==> config.mk <==
export PLATFORM = sky130hd
export DESIGN_NAME = uart_rx
export DESIGN_NICKNAME = d
export VERILOG_FILES = /design/src/rtl/uart_pkg.sv /design/src/rtl/uart_sync_2ff.sv /design/src/rtl/uart_rx.sv
export SDC_FILE = /design/constraint.sdc
export NUM_CORES = 1
export LEC_CHECK = 0
export ABC_CLOCK_PERIOD_IN_PS = 2750
export CAP_MARGIN = 20
export CORE_MARGIN = 4
export CORE_UTILIZATION = 53
export CTS_CLUSTER_SIZE = 24
export DETAILED_ROUTE_END_ITERATION = 10
export PLACE_DENSITY = 0.77
export REMOVE_ABC_BUFFERS = 1
export SLEW_MARGIN = 15
export SYNTH_ARGS = -nofsm -noshare
export SYNTH_HDL_FRONTEND = slang
export SYNTH_SLANG_ARGS = --single-unit
==> constraint.sdc <==
create_clock -name clk -period 2.75 [get_ports clk]
set_clock_uncertainty 0.15 [all_clocks]
set_input_delay 0.55 -clock clk [delete_from_list [all_inputs] [get_ports clk]]
set_output_delay 0.55 -clock clk [all_outputs]
set_load 0.03 [all_outputs]
==> src/rtl/uart_pkg.sv <==
// Shared UART definitions: receiver state encoding, data width, default oversampling.
// Latency: n/a (constants and types only).
// Backpressure: n/a.
//
// Used by the receiver and intended to be shared with the matching transmitter so
// both ends agree on frame width and oversampling ratio.
package uart_pkg;

  localparam int DATA_BITS          = 8;
  localparam int BIT_CNT_W          = $clog2(DATA_BITS);
  localparam int OVERSAMPLE_DEFAULT = 16;

  typedef enum logic [2:0] {
    ST_IDLE,
    ST_START,
    ST_DATA,
    ST_PARITY,
    ST_STOP
  } rx_state_t;

endpackage

==> src/rtl/uart_sync_2ff.sv <==
// Two-flop synchronizer for a single asynchronous input bit.
// Latency: 2 clk from i_d change to o_q change.
// Backpressure: none, free-running every clk.
//
// Ports:
//   clk     - sampling clock
//   reset_n - asynchronous active-low reset, both flops load RST_VAL
//   i_d     - asynchronous input
//   o_q     - synchronized output
module uart_sync_2ff #(
  parameter logic RST_VAL = 1'b0
) (
  input  logic clk,
  input  logic reset_n,
  input  logic i_d,
  output logic o_q
);

  logic r_meta;
  logic r_sync;

  always_ff @(posedge clk or negedge reset_n) begin
    if (!reset_n) begin
      r_meta <= RST_VAL;
      r_sync <= RST_VAL;
    end else begin
      r_meta <= i_d;
      r_sync <= r_meta;
    end
  end

  assign o_q = r_sync;

endmodule

==> src/rtl/uart_rx.sv <==
// Oversampling UART receiver, 8 data bits LSB first, 1 stop bit, optional even parity.
// Latency: rx_valid rises on the clk edge that registers the stop-bit sample tick.
// Backpressure: one-byte holding register; a byte arriving while it is unconsumed is dropped with overrun_err.
//
// Optional feature macro: UART_RX_PARITY_EN (adds an even-parity bit between data and stop).
//
// Ports:
//   clk         - system clock, rising edge
//   reset_n     - asynchronous active-low reset
//   baud_tick   - one-clk pulse at OVERSAMPLE x baud rate; all counters advance only on it
//   rx_pin      - asynchronous serial input, idle high
//   rx_ready    - consumer accepts rx_data when high together with rx_valid
//   rx_data     - received byte, stable while rx_valid is high
//   rx_valid    - rx_data holds an unconsumed byte
//   rx_busy     - receiver is inside a frame (any state but IDLE)
//   frame_err   - one-clk pulse: stop bit sampled low, byte discarded
//   parity_err  - one-clk pulse: even-parity mismatch (tied 0 without UART_RX_PARITY_EN)
//   overrun_err - one-clk pulse: new byte dropped because the previous one was not consumed
module uart_rx
  import uart_pkg::*;
#(
  parameter int OVERSAMPLE = OVERSAMPLE_DEFAULT
) (
  input  logic                 clk,
  input  logic                 reset_n,
  input  logic                 baud_tick,
  input  logic                 rx_pin,
  input  logic                 rx_ready,
  output logic [DATA_BITS-1:0] rx_data,
  output logic                 rx_valid,
  output logic                 rx_busy,
  output logic                 frame_err,
  output logic                 parity_err,
  output logic                 overrun_err
);

  localparam int CNT_W = $clog2(OVERSAMPLE);

  rx_state_t              r_state;
  rx_state_t              w_state_nxt;
  logic [CNT_W-1:0]       r_smp_cnt;
  logic [CNT_W-1:0]       w_smp_nxt;
  logic [BIT_CNT_W-1:0]   r_bit_cnt;
  logic [BIT_CNT_W-1:0]   w_bit_nxt;
  logic [DATA_BITS-1:0]   r_shift;
  logic [DATA_BITS-1:0]   w_shift_nxt;
  logic [DATA_BITS-1:0]   r_data;
  logic                   r_valid;
  logic                   r_rx_prev;
  logic                   r_frame_err;
  logic                   r_overrun_err;
  logic                   w_rx;
  logic                   w_half_done;
  logic                   w_bit_done;
  logic                   w_deliver;
  logic                   w_ferr;
`ifdef UART_RX_PARITY_EN
  logic                   r_parity_err;
  logic                   w_perr;
`endif

  uart_sync_2ff #(
    .RST_VAL (1'b1)
  ) u_sync (
    .clk     (clk),
    .reset_n (reset_n),
    .i_d     (rx_pin),
    .o_q     (w_rx)
  );

  // Start bit is checked at its centre; every later bit one full bit period on.
  assign w_half_done = (r_smp_cnt == CNT_W'(OVERSAMPLE / 2 - 1));
  assign w_bit_done  = (r_smp_cnt == CNT_W'(OVERSAMPLE - 1));

  always_ff @(posedge clk or negedge reset_n) begin
    if (!reset_n) begin
      r_state <= ST_IDLE;
    end else begin
      r_state <= w_state_nxt;
    end
  end

  always_comb begin
    w_state_nxt = r_state;
    w_smp_nxt   = r_smp_cnt;
    w_bit_nxt   = r_bit_cnt;
    w_shift_nxt = r_shift;
    w_deliver   = 1'b0;
    w_ferr      = 1'b0;
`ifdef UART_RX_PARITY_EN
    w_perr      = 1'b0;
`endif
    case (r_state)
      ST_IDLE: begin
        // Edge-triggered: a line stuck low after a bad frame cannot restart a frame.
        if (r_rx_prev && !w_rx) begin
          w_state_nxt = ST_START;
          w_smp_nxt   = '0;
          w_bit_nxt   = '0;
        end
      end
      ST_START: begin
        if (baud_tick) begin
          if (w_half_done) begin
            w_smp_nxt   = '0;
            w_bit_nxt   = '0;
            w_state_nxt = w_rx ? ST_IDLE : ST_DATA;
          end else begin
            w_smp_nxt = r_smp_cnt + 1'b1;
          end
        end
      end
      ST_DATA: begin
        if (baud_tick) begin
          if (w_bit_done) begin
            w_smp_nxt   = '0;
            w_shift_nxt = {w_rx, r_shift[DATA_BITS-1:1]};
            w_bit_nxt   = r_bit_cnt + 1'b1;
            if (r_bit_cnt == BIT_CNT_W'(DATA_BITS - 1)) begin
`ifdef UART_RX_PARITY_EN
              w_state_nxt = ST_PARITY;
`else
              w_state_nxt = ST_STOP;
`endif
            end
          end else begin
            w_smp_nxt = r_smp_cnt + 1'b1;
          end
        end
      end
`ifdef UART_RX_PARITY_EN
      ST_PARITY: begin
        if (baud_tick) begin
          if (w_bit_done) begin
            w_smp_nxt   = '0;
            w_perr      = ^{r_shift, w_rx};
            w_state_nxt = ST_STOP;
          end else begin
            w_smp_nxt = r_smp_cnt + 1'b1;
          end
        end
      end
`endif
      ST_STOP: begin
        if (baud_tick) begin
          if (w_bit_done) begin
            w_smp_nxt   = '0;
            w_deliver   = w_rx;
            w_ferr      = !w_rx;
            w_state_nxt = ST_IDLE;
          end else begin
            w_smp_nxt = r_smp_cnt + 1'b1;
          end
        end
      end
      default: begin
        w_state_nxt = ST_IDLE;
      end
    endcase
  end

  always_ff @(posedge clk or negedge reset_n) begin
    if (!reset_n) begin
      r_smp_cnt     <= '0;
      r_bit_cnt     <= '0;
      r_shift       <= '0;
      r_rx_prev     <= 1'b1;
      r_data        <= '0;
      r_valid       <= 1'b0;
      r_frame_err   <= 1'b0;
      r_overrun_err <= 1'b0;
    end else begin
      r_smp_cnt     <= w_smp_nxt;
      r_bit_cnt     <= w_bit_nxt;
      r_shift       <= w_shift_nxt;
      r_rx_prev     <= w_rx;
      r_frame_err   <= w_ferr;
      r_overrun_err <= w_deliver && r_valid && !rx_ready;
      // A delivery in the same clk as an acceptance refills the slot without a gap.
      if (w_deliver && (!r_valid || rx_ready)) begin
        r_data  <= w_shift_nxt;
        r_valid <= 1'b1;
      end else if (r_valid && rx_ready) begin
        r_valid <= 1'b0;
      end
    end
  end

`ifdef UART_RX_PARITY_EN
  always_ff @(posedge clk or negedge reset_n) begin
    if (!reset_n) begin
      r_parity_err <= 1'b0;
    end else begin
      r_parity_err <= w_perr;
    end
  end
  assign parity_err = r_parity_err;
`else
  assign parity_err = 1'b0;
`endif

  assign rx_data     = r_data;
  assign rx_valid    = r_valid;
  assign rx_busy     = (r_state != ST_IDLE);
  assign frame_err   = r_frame_err;
  assign overrun_err = r_overrun_err;

endmodule

==> reports/metrics.yaml <==
via_count: 906
grt_pass1_wl_um: 4195
die_w_um: 59.90
ioPinCount: 18
min_path_cells: 0
antenna_found_initial: 0
clockRootBuffer: "clkbuf_4"
max-cap-violations: 0
cts_tree: "yes"
slowest_delay_ns: 0.60
postLayoutCellArea_um2: 1660
multi_input_area_um2: 578.1
htree_levels: 2
dr.pass1.iters: 4
cts_setup_buffers: 0
placed_cell_area_um2: 1614
hp-class: "register to register"
cp_cell_sequence: "or3_4, clkdlybuf4s50_1"
gp_congestion: 0.7910
regArea_um2: 804.5
worst_ep_arrival_time_ns: 1.84
setup_tns_ns: 0
async_flop_share_pct: 100.0
drtIter0Drc: 15
synth_warnings: 0
cts_hold_buf: 0
grt_usage_pct: 16.46
ff2ff_path_depth: 5
drive_above_1_share_pct: 24.26
cp.required_ns: 2.05
setup_violations: 0
stdcell_count: 166
drv_slew: 0
overflow: 0
clock_latency_ns: 0.33
crit_type: "register to output port"
num_antenna_cells: 0
cp-end-kind: "output port"
cts.sinks: 32
worst_slew_pin_slew_ns: 0.5275
fin_crit_sh_pct: 92.18
rsz0062_at_grt: "false"
post_cts_resized: 0
finalCriticalPeriod_ns: 2.535
row_count: 18
numCtsBuffers: 5
finalHoldViolCount: 0
routedWlPerCell_um: 14.49
fin_util_pct: 65.82
power_density_nw_per_um2: 644.4
die_y_um: 59.90
die-area_um2: 3588
clock.fmax_ghz: 0.3945
ys_types: 35
start_kind: "register"
numPortBuffers: 16
syn_area_um2: 1428
grt_max_degree: 33
remaining_drc_errors: 0
ant_nets: 0
syn_area_per_cell_um2: 12.41
cp_max_fo: 9
final_common_cell: "dfrtp_1"
finalWirelength_um: 2406
yosysSeqAreaShare_pct: 56.35
area_growth_pct: 16.30
detailedPlacementHpwl_um: 1711
most-common-layout-cells: "dfrtp_1, mux2_2, clkdlybuf4s50_1, nand2_1"
syn-instance-count: 115
placedCellCount: 159
synth_edf_count: 0
leakage_nw: 0.7739
vdd_ir_drop_max_v: 0.0007374
total_power_mw: 1.070
synth_ff_type: "dfrtp_1"
reg2reg_slack_ns: 0.51
final_nets: 144
nFillCells: 211
crit_path_top_delay_cell: "clkdlybuf4s50_1"
core-area_um2: 2522
clock_path_buffers: 2
start_util_pct: 56.60
grt_pass1_vias: 964
slew_headroom_pct: 64.56
post_drt_via_cell_ratio: 5.458
status: "finished clean"
clk_pin_slew_ns: 0.09
ys_ff_latch: 32
kinds of logic after synthesis:
logic type,Yosys count,synth area share (%)
simple gates,38,15.16
flops,32,56.35
mux,21,16.13
compound gates,10,5.084
buf+inv,8,3.155
fa+ha+maj,3,2.630
xor+xnor,2,1.227
other cells,1,0.2627
area by class of cell:
class,count,share of cell area (%)
clock buffer,6,2.487
clock inverter,1,0.3014
inverter,3,0.6782
multi-input combinational,75,34.82
sequential,32,48.46
tap,30,2.261
timing repair buffer,19,11.00
cell usage after synthesis, types with 2 or more instances:
| cell | number | area [um2] |
|---|---|---|
| buf_2 | 2 | 10.01 |
| dfrtp_1 | 29 | 725.7 |
| dfstp_2 | 3 | 78.83 |
| ha_1 | 3 | 37.54 |
| inv_1 | 3 | 11.26 |
| mux2_2 | 16 | 180.2 |
| mux2i_1 | 5 | 50.05 |
| nand2_1 | 11 | 41.29 |
| nand2b_1 | 2 | 12.51 |
| nand3_1 | 6 | 30.03 |
| nor2_1 | 6 | 22.52 |
| nor2b_1 | 3 | 18.77 |
| o21ai_0 | 4 | 20.02 |
final timing paths:
check | start | end
worst max register to register | r_smp_cnt[0] | rx_data[1]
worst min register to register | u_sync.r_meta | u_sync.o_q
min in group asynchronous | reset_n | r_smp_cnt[2]
worst min-delay path | u_sync.r_meta | u_sync.o_q
worst max-delay path | r_state[0] | rx_busy
max in group asynchronous | reset_n | u_sync.r_meta
registers in the layout (all words and copies together), names as in the netlist:
signal / cells
frame_err: 1
rx_valid: 1
r_rx_prev: 1
u_sync.r_meta: 1
r_smp_cnt: 4
rx_data: 8
r_bit_cnt: 3
u_sync.o_q: 1
overrun_err: 1
r_shift: 8
r_state: 3
routing by layer:
metal	vias to the layer above	global-route usage, %	wire (um)
li1	440	-	-
met3	7	4.752	92
met2	18	23.77	1080
met1	441	21.09	1162
met4	0	11.39	71
met5	-	0	0
where the power goes:
part,switching (mW),internal [mW],total [mW]
Clock,0.148,0.0939,0.242
Sequential,0.0626,0.515,0.578
Combinational,0.130,0.120,0.250
worst max-delay path, delay by kind of cell (launching register included):
kind                   cells  cell delay (ns)
buffers and inverters      1             0.60
flip-flops                 1             0.49
AND/OR/NAND/NOR            1             0.43
per-stage QoR:
step                      hold slack [ns]  setup slack [ns]
after floorplan                    0.1044            0.7189
after global placement             0.1974            0.2041
final                              0.2133            0.2150
after global routing               0.2183            0.1468
after CTS                          0.2171            0.1949
after detailed placement           0.2030            0.1748
Power figures use the tool's default switching activity.
